**config.mk**
```make
export PLATFORM = sky130hd
export DESIGN_NAME = nibble_serial_addsub
export DESIGN_NICKNAME = d
export VERILOG_FILES = /design/src/rtl/nibble_serial_addsub.sv
export SDC_FILE = /design/constraint.sdc
export NUM_CORES = 1
export LEC_CHECK = 0
export CORE_ASPECT_RATIO = 0.9
export CORE_MARGIN = 2
export CORE_UTILIZATION = 30
export DETAILED_ROUTE_END_ITERATION = 16
export DONT_BUFFER_PORTS = 1
export SYNTH_ARGS = -nofsm -noshare
export SYNTH_HDL_FRONTEND = slang
export SYNTH_HIERARCHICAL = 1
export SYNTH_SLANG_ARGS = --single-unit
export TNS_END_PERCENT = 10
```
**constraint.sdc**
```tcl
create_clock -name clk -period 2.8 [get_ports clk]
set_clock_uncertainty 0.1 [all_clocks]
set_input_delay 0.42 -clock clk [delete_from_list [all_inputs] [get_ports clk]]
set_output_delay 0.42 -clock clk [all_outputs]
set_load 0.01 [all_outputs]
```
**src/rtl/nibble_serial_addsub.sv**
```systemverilog
// nibble_serial_addsub: WIDTH-bit add/subtract computed one 4-bit ripple
// slice per clock, LS nibble first, with the carry chained across cycles.
// Handshake: start (sampled in IDLE) -> busy during RUN -> one-cycle done.

// One 4-bit ripple-carry slice; c3 is exposed for signed-overflow detection.
module nibble_slice (
  input  logic [3:0] a,
  input  logic [3:0] b,
  input  logic       cin,
  output logic [3:0] s,
  output logic       c3,
  output logic       c4
);
  logic [4:0] c;

  assign c[0] = cin;

  genvar i;
  generate
    for (i = 0; i < 4; i++) begin : g_bit
      assign s[i]   = a[i] ^ b[i] ^ c[i];
      assign c[i+1] = (a[i] & b[i]) | (c[i] & (a[i] ^ b[i]));
    end
  endgenerate

  assign c3 = c[3];
  assign c4 = c[4];
endmodule

module nibble_serial_addsub #(
  parameter int WIDTH = 16
) (
  input  logic             clk,
  input  logic             rst,
  input  logic             start,
  input  logic             sub,
  input  logic [WIDTH-1:0] a,
  input  logic [WIDTH-1:0] b,
  output logic             busy,
  output logic             done,
  output logic [WIDTH-1:0] sum,
  output logic             carryout,
  output logic             ovf
);
  localparam int NIB = WIDTH / 4;
  localparam int IW  = (NIB > 1) ? $clog2(NIB) : 1;

  // Latched operands, nibble-addressable; b is already inverted for subtract.
  typedef struct packed {
    logic [NIB-1:0][3:0] a;
    logic [NIB-1:0][3:0] b;
  } oper_t;

  typedef enum logic [1:0] {IDLE, RUN, DONE} state_t;

  state_t              state, state_nx;
  oper_t               op;
  logic                cy;
  logic [IW-1:0]       idx;
  logic [NIB-1:0][3:0] work, work_nx;
  logic [3:0]          s;
  logic                c3, c4;
  logic                last;

  nibble_slice u_slice (
    .a   (op.a[idx]),
    .b   (op.b[idx]),
    .cin (cy),
    .s   (s),
    .c3  (c3),
    .c4  (c4)
  );

  assign last = (idx == IW'(NIB - 1));
  assign busy = (state == RUN);
  assign done = (state == DONE);

  // Working result with the current slice merged in; feeds both the working
  // register and the final result load on the last nibble.
  always_comb begin
    work_nx      = work;
    work_nx[idx] = s;
  end

  // State register.
  always_ff @(posedge clk or posedge rst) begin
    if (rst) state <= IDLE;
    else     state <= state_nx;
  end

  // Next-state logic: DONE always falls back to IDLE, so start there is dropped.
  always_comb begin
    state_nx = state;
    case (state)
      IDLE:    if (start) state_nx = RUN;
      RUN:     if (last)  state_nx = DONE;
      DONE:    state_nx = IDLE;
      default: state_nx = IDLE;
    endcase
  end

  // Datapath: latch operands on accept, step one slice per RUN cycle, and
  // publish sum/flags only on the final slice so partials never leak out.
  always_ff @(posedge clk or posedge rst) begin
    if (rst) begin
      op       <= '0;
      cy       <= 1'b0;
      idx      <= '0;
      work     <= '0;
      sum      <= '0;
      carryout <= 1'b0;
      ovf      <= 1'b0;
    end else begin
      case (state)
        IDLE: begin
          if (start) begin
            op.a <= a;
            op.b <= sub ? ~b : b;
            cy   <= sub;
            idx  <= '0;
          end
        end
        RUN: begin
          work <= work_nx;
          cy   <= c4;
          if (last) begin
            sum      <= work_nx;
            carryout <= c4;
            ovf      <= c4 ^ c3;
          end else begin
            idx <= idx + 1'b1;
          end
        end
        default: ;
      endcase
    end
  end
endmodule

```
==> summary.md <==
| Metric | Value |
|---|---|
| IO Count | `56` |
| #FFs+latches synth | `70` |
| Drt drc | `0` |
| First-pass GRT wire length | `10700 um` |
| Worst R2R Setup Slack | `-0.05 ns` |
| Final slew viol count | `0` |
| Clock-pin slew on the worst setup and hold paths | `0.06 ns` |
| P per Cell Area | `1510 nW/um^2` |
| Die Wd | `115 um` |
| Cells along the critical path | `mux4_2, fa_2, inv_2, fa_2, fa_2, inv_2, fa_2, mux2i_1, o21ai_1` |
| Initial antenna violation count | `1` |
| Slew HR | `31.6%` |
| Largest cells by area after synthesis | `dfrtp_1 53%, mux2_2 11%, mux4_2 5.4%, mux2i_1 4.5%, xnor2_1 4.5%` |
| Remaining antenna violation count | `0` |
| Outcome | `complete, but fails checks` |
| Max Fclk | `350 MHz` |
| Critical Path Max Stage Delay | `0.61 ns` |
| Max clock buf depth | `2` |
| Filler instances | `1066` |
| Final Hold Violating Endpoints | `0` |
| DRT Pass-1 Iters | `4` |
| Final Cycle Share | `102%` |
| Via density | `4.65` |
| Cell area after synthesis | `3310 sq um` |
| Largest net degree at the start of global routing | `43` |
| Worst Setup EP | `sum[7]$_DFFE_PP0P_` |
| WP buf/inv | `2` |
| Critical path class | `register to register` |
| Leakage | `0.00166 uW` |
| # rows | `36` |
| Area after DPL | `3460 sq um` |
| Worst reg2reg path depth | `9` |
| Arr. time, crit path | `3.00 ns` |
| Gate count of the mapped netlist | `267` |
| Post-synth top area cell | `dfrtp_1` |
| Startpoint types | `register` |
| Vias in the first global route | `1986` |
| Root Buffer | `clkbuf_16` |
| CTS tree | `yes` |
| Finished Core Util | `35.6%` |
| PortBufs | `0` |
| Core area | `10800 sq um` |
| Inserted Diodes | `0` |
| RSZ-0062 raised after global routing | `true` |
| Mean Syn Cell Area | `12.4 sq um` |
| Total Routing Usage GR | `12.0%` |
| Syn_nets | `312` |
| Setup TNS Final | `-0.298 ns` |
| Initial core utilization | `30.6%` |
| Pre-CTS setup slack | `-0.0999 ns` |
| Iter 0 DRT Violations | `90` |
| CTS Buf Count | `9` |
| Area added between synthesis and finish | `16.1%` |
| Post-synth cell types | `27` |
| Nets | `317` |
| Max VDD drop | `673 uV` |
| Least-Margin Pin Slew | `1.03 ns` |
| Reg-to-reg critical path endpoint | `sum[7]$_DFFE_PP0P_` |
| Worst Hold Class | `primary input to register` |
| Final setup viols | `7` |
| Clk_lat worst skew | `0.33 ns` |
| Clock sink total | `70` |
| Min-delay src | `a[13]` |
| Yosys top cell area share | `52.9%` |
| CP top delay family | `adder cells` |
| Total grt overflow | `0` |
| H-tree Lvls | `3` |
| Seq/Total Area, Yosys | `52.9%` |
| R2R Path Start | `idx[1]$_DFFE_PP0P_` |
| CP most frequent cell | `fa_2` |
| Worst path depth | `9` |
| YS warnings | `6` |
| Die Span Y | `104 um` |
| Failing checks | `setup timing` |
| Placer Congestion | `0.747` |
| Worst Path Required | `2.95 ns` |
| CP Max Fanout | `7` |
| Die ar. | `11900 sq um` |
| Crit path from | `idx[1]$_DFFE_PP0P_` |
| DPL Wire Length | `4800 um` |
| Setup ws final | `-0.0544 ns` |
| Fin crit period | `2.85 ns` |
| Crit-path slowest cell | `fa_2` |
| Avg WL per Cell | `16.1 um` |
| Via count | `1908` |
| Layout cells sized above 1 | `27.4%` |
| Post-layout instance area | `3850 sq um` |
| Critical path capture point type | `register` |
| Max-Cap Viols | `0` |
| Total Wirelength | `6590 um` |
==> synthesized netlist by cell type <==
cell type  number
a21oi_1         1
and3b_1         1
buf_2           7
buf_4           1
buf_6           4
clkbuf_1        5
dfrtp_1        70
fa_1            4
ha_1            5
inv_1          13
mux2_1          1
mux2_2         32
mux2i_1        15
mux4_2          8
nand2_1        37
nand2b_1        1
nand3_1         2
nand3b_1        1
nor2_1          1
nor2b_1         1
nor2b_2         1
nor3b_4         1
o21ai_0        20
o21ai_1        16
or3b_1          1
or3b_2          1
xnor2_1        17
==> layer usage <==
metal  vias up  track usage (%)  share of wire (%)
met5         -                0               0.20
met4         2             3.79               0.86
met3         9             5.68                7.6
met2        51             17.9                 46
met1       930             15.3                 45
li1        916                -                  -
==> flip-flops by register name, summed over array words and instances (netlist names) <==
register / flops
work: 15
carryout: 1
state: 2
sum: 16
ovf: 1
cy: 1
op: 32
idx: 2
==> how the worst min path moves through the flow <==
stage | end | depth (start not counted)
after floorplan | op[10]$_DFFE_PP0P_ | 2
after global placement | sum[2]$_DFFE_PP0P_ | 1
after detailed placement | sum[2]$_DFFE_PP0P_ | 1
after CTS | op[29]$_DFFE_PP0P_ | 1
after global routing | op[24]$_DFFE_PP0P_ | 1
final | op[29]$_DFFE_PP0P_ | 1
==> kinds of logic (layout without fill, tap and decap cells) <==
kind of cell	count (synthesis)	after routing	synth area share, %
simple gates	48	48	6.84
fa+ha+maj	9	9	4.31
buf+inv	30	40	4.68
compound gates	37	37	5.59
xor+xnor	17	17	4.50
flops	70	70	52.9
mux	56	56	21.2
==> cell type report <==
| cell class | instances | area, sq um | area share (%) |
|---|---|---|---|
| sequential | 70 | 1750 | 45.5 |
| multi-input combinational | 167 | 1420 | 36.8 |
| clock buffer | 10 | 229 | 5.95 |
| tap | 133 | 166 | 4.33 |
| clock inverter | 6 | 134 | 3.48 |
| timing repair buffer | 11 | 97.6 | 2.54 |
| inverter | 13 | 52.6 | 1.37 |
==> where the power goes <==
part | switching [uW] | internal [uW]
Clock | 419 | 960
Combinational | 1330 | 1210
Sequential | 364 | 1520
Total | 2110 | 3700
==> cell usage in the layout, fill, tap and decap left out <==
cell type      Yosys  routed
a21oi_1            1       1
and3b_1            1       1
buf_12             0       1
buf_4              1       9
bufinv_16          0       4
clkbuf_1           5       1
clkbuf_16          0       9
clkinv_2           0       1
clkinv_4           0       1
clkinvlp_4         0       1
dfrtp_1           70      70
dlygate4sd3_1      0       1
fa_2               0       4
ha_1               5       5
inv_1             13       9
inv_2              0       3
mux2_1             1       1
mux2_2            32      32
mux2i_1           15      15
mux4_2             8       8
nand2_1           37      37
nand2b_1           1       1
nand3_1            2       2
nand3b_1           1       1
nor2_1             1       1
nor2b_1            1       1
nor2b_2            1       1
nor3b_4            1       1
o21ai_0           20      17
o21ai_1           16      19
or3b_1             1       1
or3b_2             1       1
xnor2_1           17      17
==> worst register-to-register path, delay by kind of cell (launching register included) <==
family	cells	cell delay, ns
fa+ha+maj	4	1.41
mux	2	0.64
flops	1	0.40
compound gates	1	0.12
buf+inv	2	0.11
==> per-stage QoR <==
| step | hold WS (ns) | total power, uW | instances |
|---|---|---|---|
| 6_report | 0.140 | 5810 | 410 |
| 3_3_place_gp | 0.320 | 4330 | 392 |
| 3_5_place_dp | 0.331 | 4430 | 392 |
| 2_1_floorplan | 0.350 | 3770 | 267 |
| 4_1_cts | 0.127 | 5840 | 410 |
| 5_1_grt | 0.125 | 6300 | 410 |
==> repair_timing <==
item,CTS,global route
pin swaps,2,0
buffers inserted,1,0
hold buffers,1,0
resized for setup,3,1
hold endpoints to repair,28,0
endpoints found under the setup margin,7,12
Note: power is estimated with default switching activity, not from simulation.
